### src/rtl/div_pkg.sv
// Shared types and helpers for the sequential restoring divider.
package div_pkg;

  typedef enum logic [1:0] {IDLE, CALC, DONE} div_state_t;

  function automatic int cnt_width(input int width_a);
    return (width_a > 1) ? $clog2(width_a) : 1;
  endfunction

endpackage

### src/rtl/div_step.sv
// One combinational restoring-division iteration: shift in a dividend bit,
// trial-subtract the divisor, keep the difference when it does not go negative.
module div_step #(
  parameter int WIDTH_B = 4
) (
  input  logic [WIDTH_B:0]   pr,
  input  logic               din,
  input  logic [WIDTH_B-1:0] divisor,
  output logic [WIDTH_B:0]   pr_next,
  output logic               qbit
);

  logic [WIDTH_B:0] shifted;
  logic [WIDTH_B:0] dext;
  logic             fits;

  // The top partial-remainder bit is always zero after a restoring step; folding it
  // into the fit test keeps the step correct even if that ever stopped being true.
  always_comb begin
    shifted = {pr[WIDTH_B-1:0], din};
    dext    = {1'b0, divisor};
    fits    = pr[WIDTH_B] | (shifted >= dext);
    if (fits) begin
      pr_next = shifted - dext;
      qbit    = 1'b1;
    end else begin
      pr_next = shifted;
      qbit    = 1'b0;
    end
  end

endmodule

### src/rtl/seq_restoring_divider.sv
// Iterative unsigned restoring divider producing one quotient bit per clock,
// with valid/ready handshakes on both the operand and result sides.
module seq_restoring_divider
  import div_pkg::*;
#(
  parameter int WIDTH_A = 8,
  parameter int WIDTH_B = 4
) (
  input  logic               clk,
  input  logic               rst,
  input  logic               in_valid,
  output logic               in_ready,
  input  logic [WIDTH_A-1:0] a,
  input  logic [WIDTH_B-1:0] b,
  output logic               out_valid,
  input  logic               out_ready,
  output logic [WIDTH_A-1:0] q,
  output logic [WIDTH_B-1:0] r,
  output logic               div_by_zero
);

  localparam int             CNT_W    = cnt_width(WIDTH_A);
  localparam logic [CNT_W-1:0] CNT_LOAD = CNT_W'(WIDTH_A - 1);

  div_state_t         state;
  div_state_t         state_next;
  logic [CNT_W-1:0]   cnt;
  logic [WIDTH_A-1:0] qsr;
  logic [WIDTH_B:0]   pr;
  logic [WIDTH_B-1:0] divisor;
  logic [WIDTH_A-1:0] q_reg;
  logic [WIDTH_B-1:0] r_reg;
  logic               dbz_reg;

  logic [WIDTH_B:0]   pr_next;
  logic               qbit;
  logic               accept;
  logic               b_zero;
  logic [WIDTH_A-1:0] qsr_next;

  div_step #(.WIDTH_B(WIDTH_B)) u_step (
    .pr      (pr),
    .din     (qsr[WIDTH_A-1]),
    .divisor (divisor),
    .pr_next (pr_next),
    .qbit    (qbit)
  );

  assign in_ready    = (state == IDLE);
  assign out_valid   = (state == DONE);
  assign accept      = in_valid && in_ready;
  assign b_zero      = (b == '0);
  assign qsr_next    = {qsr[WIDTH_A-2:0], qbit};
  assign q           = q_reg;
  assign r           = r_reg;
  assign div_by_zero = dbz_reg;

  always_comb begin
    state_next = state;
    case (state)
      IDLE: if (accept) state_next = b_zero ? DONE : CALC;
      CALC: if (cnt == '0) state_next = DONE;
      DONE: if (out_ready) state_next = IDLE;
      default: state_next = IDLE;
    endcase
  end

  always_ff @(posedge clk) begin
    if (rst) begin
      state <= IDLE;
    end else begin
      state <= state_next;
    end
  end

  // Iteration datapath: operands are captured on accept, then stepped MSB-first.
  always_ff @(posedge clk) begin
    if (rst) begin
      cnt     <= '0;
      qsr     <= '0;
      pr      <= '0;
      divisor <= '0;
    end else begin
      case (state)
        IDLE: begin
          if (accept && !b_zero) begin
            qsr     <= a;
            divisor <= b;
            pr      <= '0;
            cnt     <= CNT_LOAD;
          end
        end
        CALC: begin
          qsr <= qsr_next;
          pr  <= pr_next;
          cnt <= cnt - 1'b1;
        end
        default: ;
      endcase
    end
  end

  // Result registers only change when a result is produced, so they hold during stalls.
  always_ff @(posedge clk) begin
    if (rst) begin
      q_reg   <= '0;
      r_reg   <= '0;
      dbz_reg <= 1'b0;
    end else begin
      case (state)
        IDLE: begin
          if (accept && b_zero) begin
            q_reg   <= '1;
            r_reg   <= a[WIDTH_B-1:0];
            dbz_reg <= 1'b1;
          end
        end
        CALC: begin
          if (cnt == '0) begin
            q_reg   <= qsr_next;
            r_reg   <= pr_next[WIDTH_B-1:0];
            dbz_reg <= 1'b0;
          end
        end
        default: ;
      endcase
    end
  end

endmodule

### config.mk
export PLATFORM = sky130hd
export DESIGN_NAME = seq_restoring_divider
export DESIGN_NICKNAME = d
export VERILOG_FILES = /design/src/rtl/div_pkg.sv /design/src/rtl/div_step.sv /design/src/rtl/seq_restoring_divider.sv
export SDC_FILE = /design/constraint.sdc
export NUM_CORES = 1
export LEC_CHECK = 0
export BUFFER_PORTS_ARGS = -buffer_cell sky130_fd_sc_hd__buf_2
export CELL_PAD_IN_SITES_DETAIL_PLACEMENT = 1
export CELL_PAD_IN_SITES_GLOBAL_PLACEMENT = 1
export CORE_MARGIN = 3
export CORE_UTILIZATION = 31
export DETAILED_ROUTE_END_ITERATION = 10
export PLACE_DENSITY_LB_ADDON = 0.15
export SLEW_MARGIN = 20
export SYNTH_ARGS = -nofsm -noshare
export SYNTH_HDL_FRONTEND = slang
export SYNTH_SLANG_ARGS = --single-unit
export TNS_END_PERCENT = 50
### constraint.sdc
create_clock -name clk -period 1.7 [get_ports clk]
set_input_delay 0.51 -clock clk [delete_from_list [all_inputs] [get_ports clk]]
set_output_delay 0.51 -clock clk [all_outputs]
set_load 0.05 [all_outputs]
==> impl_metrics.py, run 1 <==
metrics = {
    "pwr": {
        "vdd_ir_drop_max_uv": 543.6,
        "p_leak_uw": 0.001000,
        "powerDensity_nw_per_um2": 1185,
    },
    "timing": {
        "slew_violations": 0,
        "setup_violations": 6,
        "timing.hold.ws_ns": 0.4584,
        "maxSlewHeadroom": 0.7501,
        "max_freq_mhz": 558.2,
        "final.min_clock_period_ns": 1.791,
        "tightest_slew_ns": 0.3744,
        "rsz0062_at_grt": "yes",
        "clock_skew_ns": 0.001378,
        "worst_slack_ns": -0.09135,
        "hold_violations": 0,
        "post-route-period-util": 1.054,
    },
    "detailed_routing": {
        "antenna_left": 0,
        "routed-via-count": 1549,
        "viasPerCell": 5.062,
        "drt_wl_total_um": 4937,
        "first_pass_iters": 4,
        "drtIter0Drc": 38,
        "drc": 0,
        "avgRoutedWirePerCell_um": 16.13,
    },
    "worst_setup_path": {
        "cp_max_fo": 2,
        "required_ns": 1.92,
        "worstRegToRegCells": 8,
        "path_cells": "inv_2 -> ha_4 -> fa_2 -> nor2b_4 -> o21a_1 -> nor2_1 -> or4b_1 -> a31oi_1",
        "ff2ff_setup_slack_ns": -0.09,
        "crit_slowest_cell": "or4b_1",
        "critPathArrivalTime_ns": 2.01,
        "critPathMaxStageDelay_ns": 0.44,
        "cp-end-kind": "register",
        "criticalPathCategory": "register to register",
        "start_kind": "register",
    },
    "floorplan": {
        "io_pins": 31,
        "start_util": 0.3273,
        "die_x_um": 80.36,
        "coreArea_sq_um": 5238,
        "rows": 26,
        "die_h_um": 80.36,
        "dieArea_sq_um": 6458,
    },
    "cts": {
        "clock-sinks": 35,
        "cts.clk_slew.worst_paths_ns": 0.07,
        "htree_num_levels": 2,
        "holdBufCountCts": 0,
        "cts_tree": "done",
        "cts-root-buf": "clkbuf_8",
        "numCtsBuffers": 5,
        "cts_buffer_depth": 2,
        "clock_latency_ns": 0.28,
    },
    "run": {
        "drv_cap": 0,
    },
    "layout": {
        "final_common_cell": "buf_2",
        "antenna_cells": 0,
        "drive_above_1_share": 0.4619,
        "layout.nets": 258,
        "layout_common_cells": "29 x buf_2, 28 x dfxtp_1, 28 x buf_4",
        "synthToLayoutAreaGrowth_pct": 39.27,
    },
    "logic_synthesis": {
        "synth_top_cells_by_area": "dfxtp_1 41%, mux2i_1 5.3%, nor2_1 4.6%",
        "syn_area_sq_um": 1714,
        "syn_nets": 201,
        "synth-xor-area-share": 0,
        "synth_top_area_share": 0.4088,
        "synthAdderAreaFrac": 0.05547,
        "seq_area_frac_synth": 0.4088,
        "ys_seq_elements": 35,
        "yosys.area_share.simple": 0.1942,
        "muxShareOfSynthArea": 0.05255,
        "synth_top_area_cell": "dfxtp_1",
        "ys_types": 43,
        "syn_area_per_cell_sq_um": 9.630,
        "synth_top_family_by_area": "compound AO/OA/AOI/OAI gates",
        "ys.warnings.count": 0,
        "synthCells": 178,
        "synth_compound_area_frac": 0.2051,
    },
    "grt": {
        "grt_max_degree": 20,
        "overflow": 0,
        "antenna_found_initial": 0,
        "grt_pass1_wl_um": 8349,
        "track_usage": 0.1678,
        "grt_pass1_vias": 1716,
    },
    "hold_path": {
        "worstHoldPathType": "register to register",
        "whs_path_depth": 1,
    },
    "run_status": {
        "violations": "negative setup slack",
        "status": "finished, violations left",
    },
    "placement": {
        "post-place-ws_ns": -0.1944,
        "io_buffers": 30,
        "dp_hpwl_um": 3675,
        "gp_congestion": 0.8370,
    },
}
[power breakdown]
part           internal, uW  leakage [uW]  switching (uW)  total, uW
clock                   475     0.0000612             311        786
sequential              920      0.000290            72.9        993
combinational           475      0.000648             575       1050
[layout make-up]
type	instances	area (sq um)
Multi-Input combinational cell	122	1023
Clock buffer	6	82.58
Clock inverter	2	35.03
Sequential cell	35	711.9
Inverter	10	37.54
Tap cell	70	87.58
Fill cell	624	2850
Timing Repair Buffer	61	409.1
[layer usage]
metal,vias to the layer above,routed length (um),track usage
li1,752,-,-
met1,765,2167,0.1891
met2,25,2547,0.3121
met3,7,171,0.03924
met4,0,51,0.04561
met5,-,0,0
[through the flow]
step,util,TNS [ns],cell area [sq um],std cells,total power (uW)
floorplan,-,-0.004516,1738,178,1589
global placement,0.3994,-1.562,2092,295,1863
CTS,0.4462,-0.1979,2337,305,2804
detailed placement,0.3994,-2.462,2092,295,1904
finish,0.4558,-0.2435,2387,306,2828
global route,0.4558,-1.067,2387,306,2991
[path summary, 6_finish.rpt]
kind	from	endpoint
setup / recovery	qsr[7]	pr[4]
hold reg to reg	cnt[0]	cnt[0]
hold / removal	cnt[0]	cnt[0]
setup reg to reg	qsr[7]	pr[4]
[critical path, delay by kind of cell (launching register included)]
| kind | cells | cell delay, ns |
|---|---|---|
| adders and majority gates | 2 | 0.40 |
| DFF | 1 | 0.33 |
| buffers and inverters | 1 | 0.06 |
| and+or+nand+nor | 3 | 0.58 |
| AOI/OAI and AO/OA | 2 | 0.36 |
[timing repair]
item | 4_1_cts | 5_1_grt
pin swaps | 11 | 11
setup buffers | 2 | 1
gates resized for setup | 30 | 11
endpoints found under the setup margin | 11 | 14
[synthesized netlist by cell type (all sizes together)]
cell type / number
buf: 5
ha: 6
and2: 1
a211oi: 3
o311a: 1
a21oi: 8
nor4: 1
o21ai: 5
o311ai: 1
o211a: 1
or2: 2
nor4b: 1
o221a: 7
a221oi: 2
nor2: 24
or4b: 1
a31oi: 2
o2111ai: 1
o211ai: 1
o31ai: 1
and2b: 1
nand3b: 2
nor3: 4
nand4: 1
nand2: 19
a31o: 1
fa: 1
inv: 10
nor2b: 4
mux2i: 9
o21a: 1
clkbuf: 6
nand2b: 1
a311oi: 9
dfxtp: 35
[cell families (layout without fill, tap and decap cells)]
logic type	count (synthesis)	in the layout
AO/OA/AOI/OAI	44	44
adder cells (fa/ha/maj)	7	7
buffers and inverters	21	79
flip-flops	35	35
multiplexers	9	9
AND/OR/NAND/NOR	62	62
Power figures use the tool's default switching activity.
==> run 2: changes to the inputs <==
--- a/config.mk
+++ b/config.mk
@@ -8,7 +8,7 @@
 export BUFFER_PORTS_ARGS = -buffer_cell sky130_fd_sc_hd__buf_2
 export CELL_PAD_IN_SITES_DETAIL_PLACEMENT = 1
 export CELL_PAD_IN_SITES_GLOBAL_PLACEMENT = 1
-export CORE_MARGIN = 3
+export CORE_MARGIN = 2
 export CORE_UTILIZATION = 31
 export DETAILED_ROUTE_END_ITERATION = 10
 export PLACE_DENSITY_LB_ADDON = 0.15
==> constraint.sdc (replaced) <==
create_clock -name clk -period 1.7 [get_ports clk]
set_input_delay 0.255 -clock clk [delete_from_list [all_inputs] [get_ports clk]]
set_output_delay 0.255 -clock clk [all_outputs]
set_load 0.05 [all_outputs]
==> run 2 against run 1 <==
The flow still finishes with violations (negative setup slack). Utilization down 3.2 points. Critical path type unchanged. Sequential power down 0.4%. Critical path depth did not move. Count of clock-buffer cells in the layout stayed put. Die area shrank 4.9%. Largest power group is now sequential cells.
==> impl_metrics.py, run 2 (synthesized netlist as in run 1, its figures left out) <==
metrics = {
    "run_status": {
        "status": "finished, violations left",
        "violations": "negative setup slack",
    },
    "floorplan": {
        "start_util": 0.3152,
        "io_pins": 31,
        "coreArea_sq_um": 5439,
        "dieArea_sq_um": 6140,
        "rows": 27,
        "die_h_um": 78.36,
        "die_x_um": 78.36,
    },
    "timing": {
        "maxSlewHeadroom": 0.6750,
        "rsz0062_at_grt": "yes",
        "clock_skew_ns": 0.003777,
        "max_freq_mhz": 560.1,
        "tightest_slew_ns": 0.4855,
        "final.min_clock_period_ns": 1.785,
        "post-route-period-util": 1.050,
        "worst_slack_ns": -0.08526,
        "setup_violations": 4,
        "hold_violations": 0,
        "slew_violations": 0,
    },
    "cts": {
        "cts_buffer_depth": 2,
        "clock-sinks": 35,
        "cts-root-buf": "clkbuf_8",
        "cts_tree": "done",
        "holdBufCountCts": 0,
        "htree_num_levels": 2,
        "numCtsBuffers": 5,
        "cts.clk_slew.worst_paths_ns": 0.07,
        "clock_latency_ns": 0.29,
    },
    "grt": {
        "grt_pass1_vias": 1676,
        "overflow": 0,
        "antenna_found_initial": 0,
        "grt_pass1_wl_um": 7831,
        "track_usage": 0.1626,
        "grt_max_degree": 25,
    },
    "worst_setup_path": {
        "start_kind": "register",
        "cp-end-kind": "register",
        "critPathArrivalTime_ns": 2.00,
        "path_cells": "inv_2 -> ha_4 -> buf_4 -> nor2b_4 -> o311a_4 -> nor2_4 -> or4b_4 -> a31oi_1",
        "required_ns": 1.91,
        "critPathMaxStageDelay_ns": 0.47,
        "criticalPathCategory": "register to register",
        "cp_max_fo": 4,
        "setup.worst_path.start": "qsr[7]",
        "reg2reg_from": "qsr[7]",
        "crit_slowest_cell": "or4b_4",
    },
    "detailed_routing": {
        "drc": 0,
        "drt_wl_total_um": 4588,
        "antenna_left": 0,
        "avgRoutedWirePerCell_um": 15.09,
        "viasPerCell": 5.063,
        "drtIter0Drc": 29,
        "first_pass_iters": 3,
        "routed-via-count": 1539,
    },
    "layout": {
        "antenna_cells": 0,
        "layout_common_cells": "30 x buf_2, 27 x dfxtp_1, 26 x buf_4",
        "synthToLayoutAreaGrowth_pct": 34.38,
        "final_common_cell": "buf_2",
        "final_area_sq_um": 2303,
        "layout.nets": 254,
        "drive_above_1_share": 0.4267,
        "fillers": 646,
        "finish.utilization": 0.4235,
    },
    "hold_path": {
        "worstHoldPathType": "input pin to register",
        "min_from": "a[5]",
    },
    "placement": {
        "io_buffers": 30,
        "place_area_sq_um": 2059,
        "gp_congestion": 0.8351,
        "dp_hpwl_um": 3380,
    },
    "pwr": {
        "powerDensity_nw_per_um2": 1177,
        "vdd_ir_drop_max_uv": 400.9,
        "p_leak_uw": 0.0009718,
    },
    "run": {
        "drv_cap": 0,
    },
}
[run 2: power breakdown]
part | internal, uW | switching [uW] | total, uW
sequential | 921 | 68.7 | 989
combinational | 411 | 526 | 937
clock | 475 | 309 | 783
total | 1810 | 904 | 2710
[run 2: what timing repair did]
| item | in CTS | in global routing |
|---|---|---|
| buffers inserted | 1 | 2 |
| pin swaps | 6 | 7 |
| endpoints found under the setup margin | 21 | 20 |
| gates cloned | 0 | 0 |
| gates resized for setup | 19 | 8 |
[run 2: final cells by class]
cell class                      instances  area, sq um  area share
Tap cell                               72        90.09     0.03911
Sequential cell                        35        710.7      0.3085
Clock buffer                            6        82.58     0.03585
Timing Repair Buffer                   57        365.4      0.1586
Clock inverter                          2        35.03     0.01521
Multi-Input combinational cell        122        982.2      0.4264
Inverter                               10        37.54     0.01630
[run 2: final timing paths]
path                                to  slack, ns  cells past startpoint
worst max-delay path             pr[4]      -0.09                      8
worst min-delay path            qsr[5]       0.23                      3
worst max register to register   pr[4]      -0.09                      8
worst min register to register  cnt[0]       0.44                      1
[run 2: per-layer routing]
metal  up-vias  global-route usage  wire length, um
met2        33              0.2940             2310
met1       750              0.1901             2040
met5         -                   0                0
li1        749                   -                -
met3         7             0.04023              179
met4         0             0.04561               57
[run 2: per-stage QoR]
stage	std cells	hold WS, ns	setup TNS (ns)	setup WS [ns]	total power, uW
after floorplan	178	0.4021	-0.03042	-0.01843	1585
after global placement	293	0.4519	-1.280	-0.1525	1816
after detailed placement	293	0.4618	-1.914	-0.1632	1838
after CTS	302	0.2256	-0.05778	-0.03242	2717
after global routing	304	0.2315	-0.8188	-0.1664	2874
final	304	0.2332	-0.1345	-0.08526	2710
[run 2: critical path: cells and delay by family (launching register included)]
| kind | cells | cell delay [ns] |
|---|---|---|
| AOI/OAI and AO/OA | 2 | 0.37 |
| DFF | 1 | 0.34 |
| and+or+nand+nor | 3 | 0.66 |
| buffers and inverters | 2 | 0.19 |
| adders and majority gates | 1 | 0.16 |
==> run 3: changes to the inputs <==
--- a/config.mk
+++ b/config.mk
@@ -11,7 +11,7 @@
 export CORE_MARGIN = 2
 export CORE_UTILIZATION = 31
 export DETAILED_ROUTE_END_ITERATION = 10
-export PLACE_DENSITY_LB_ADDON = 0.15
+export PLACE_DENSITY = 0.71
 export SLEW_MARGIN = 20
 export SYNTH_ARGS = -nofsm -noshare
 export SYNTH_HDL_FRONTEND = slang
==> constraint.sdc (replaced) <==
create_clock -name clk -period 2.21 [get_ports clk]
set_input_delay 0.3315 -clock clk [delete_from_list [all_inputs] [get_ports clk]]
set_output_delay 0.3315 -clock clk [all_outputs]
set_load 0.05 [all_outputs]
==> run 3 against run 2 <==
The flow now finishes without violations. Clock skew grew 0.0035 ns. Worst hold slack better by 0.079 ns. Critical path depth down 1. Register-to-register slack improved by 0.26 ns. Setup slack improved by 0.26 ns. Wire length down 11%. Largest power group unchanged. Largest cell class unchanged.
==> impl_metrics.py, run 3 (synthesized netlist as in run 1, its figures left out) <==
metrics = {
    "run_status": {
        "status": "finished, final reports clean",
    },
    "worst_setup_path": {
        "ff2ff_setup_slack_ns": 0.18,
        "start_kind": "register",
        "path_buf_inv": 1,
        "criticalPathCategory": "register to register",
        "cp-end-kind": "register",
        "path_cells": "inv_1 -> ha_1 -> nor2b_1 -> o311a_2 -> nor2_2 -> mux2i_1 -> a311oi_2",
        "cp_max_fo": 4,
        "critPathMaxStageDelay_ns": 0.39,
        "critPathArrivalTime_ns": 2.19,
        "crit_slowest_cell": "dfxtp_1",
        "cpLargestDelayFamily": "compound AO/OA/AOI/OAI gates",
        "required_ns": 2.36,
    },
    "hold_path": {
        "worstHoldPathType": "input pin to register",
    },
    "layout": {
        "synthToLayoutAreaGrowth_pct": 17.88,
        "layout_common_cells": "35 x dfxtp_1, 30 x buf_2, 21 x nor2_1",
        "final_common_cell": "dfxtp_1",
        "drive_above_1_share": 0.2629,
        "antenna_cells": 0,
        "layout.nets": 235,
    },
    "floorplan": {
        "io_pins": 31,
        "rows": 27,
        "die_h_um": 78.36,
        "coreArea_sq_um": 5439,
        "die_x_um": 78.36,
        "dieArea_sq_um": 6140,
        "start_util": 0.3152,
    },
    "grt": {
        "antenna_found_initial": 0,
        "overflow": 0,
        "grt_pass1_wl_um": 6872,
        "grt_max_degree": 16,
        "track_usage": 0.1426,
        "grt_pass1_vias": 1462,
    },
    "timing": {
        "worst_slack_ns": 0.1760,
        "clock_skew_ns": 0.007267,
        "tightest_slew_ns": 0.8953,
        "rsz0062_at_grt": "no",
        "setup_violations": 0,
        "slew_violations": 0,
        "max_freq_mhz": 491.6,
        "final.setup.tns_ns": 0,
        "maxSlewHeadroom": 0.4016,
        "final.min_clock_period_ns": 2.034,
        "post-route-period-util": 0.9204,
        "hold_violations": 0,
    },
    "placement": {
        "io_buffers": 30,
        "post-place-ws_ns": 0.1634,
        "dp_hpwl_um": 3207,
        "gp_congestion": 0.7508,
    },
    "detailed_routing": {
        "first_pass_iters": 4,
        "antenna_left": 0,
        "avgRoutedWirePerCell_um": 14.35,
        "viasPerCell": 5.049,
        "routed-via-count": 1439,
        "drt_wl_total_um": 4090,
        "drc": 0,
        "drtIter0Drc": 60,
    },
    "cts": {
        "holdBufCountCts": 0,
        "cts_resized": 0,
        "cts.clk_slew.worst_paths_ns": 0.08,
        "cts_tree": "done",
        "cts-root-buf": "clkbuf_8",
        "clock_latency_ns": 0.29,
        "postCtsSetupBuffers": 0,
        "cts_buffer_depth": 2,
        "clock-sinks": 35,
        "htree_num_levels": 2,
        "numCtsBuffers": 5,
    },
    "pwr": {
        "vdd_ir_drop_max_uv": 362.8,
        "p_leak_uw": 0.0008362,
        "powerDensity_nw_per_um2": 937.1,
    },
    "run": {
        "drv_cap": 0,
    },
}
==> run 3: worst register-to-register path: stages, from the launching register on <==
cell	delay, ns
dfxtp_1	0.39
inv_1	0.06
ha_1	0.28
nor2b_1	0.16
o311a_2	0.37
nor2_2	0.20
mux2i_1	0.31
a311oi_2	0.13
==> run 3: layout make-up <==
class / count / area [sq um]
Sequential cell: 35 / 700.7
Fill cell: 651 / 3418
Clock buffer: 5 / 68.82
Clock inverter: 3 / 43.79
Inverter: 10 / 37.54
Timing Repair Buffer: 38 / 210.2
Tap cell: 72 / 90.09
Multi-Input combinational cell: 122 / 869.6
==> run 3: layer usage <==
metal / wire length, um / GRT usage / vias up / share of wire
li1: - / - / 719 / -
met1: 1955 / 0.1734 / 681 / 0.48
met2: 1895 / 0.2397 / 30 / 0.46
met3: 160 / 0.03333 / 9 / 0.039
met4: 79 / 0.06316 / 0 / 0.019
met5: 0 / 0 / - / 0
==> run 3: path summary, 6_finish.rpt <==
| kind | start | end | cells after the start |
|---|---|---|---|
| worst max-delay path | divisor[1] | r[2] | 7 |
| worst min-delay path | a[7] | qsr[7] | 3 |
| worst max register to register | divisor[1] | r[2] | 7 |
| worst min register to register | cnt[0] | cnt[0] | 1 |
==> run 3: per-stage QoR <==
stage | hold slack [ns] | util | instance area, sq um | total power [uW] | std cells
finish | 0.3121 | 0.3715 | 2021 | 1894 | 285
global route | 0.3222 | 0.3715 | 2021 | 1999 | 285
CTS | 0.3092 | 0.3715 | 2021 | 1919 | 285
detailed placement | 0.4658 | 0.3508 | 1908 | 1329 | 277
global placement | 0.4550 | 0.3508 | 1908 | 1319 | 277
floorplan | 0.4347 | - | 1714 | 1200 | 178
==> run 3: where the power goes <==
part	switching (uW)	internal [uW]	leakage [uW]
logic	353	200	0.000491
clock network	248	336	0.0000581
registers	51.9	705	0.000288
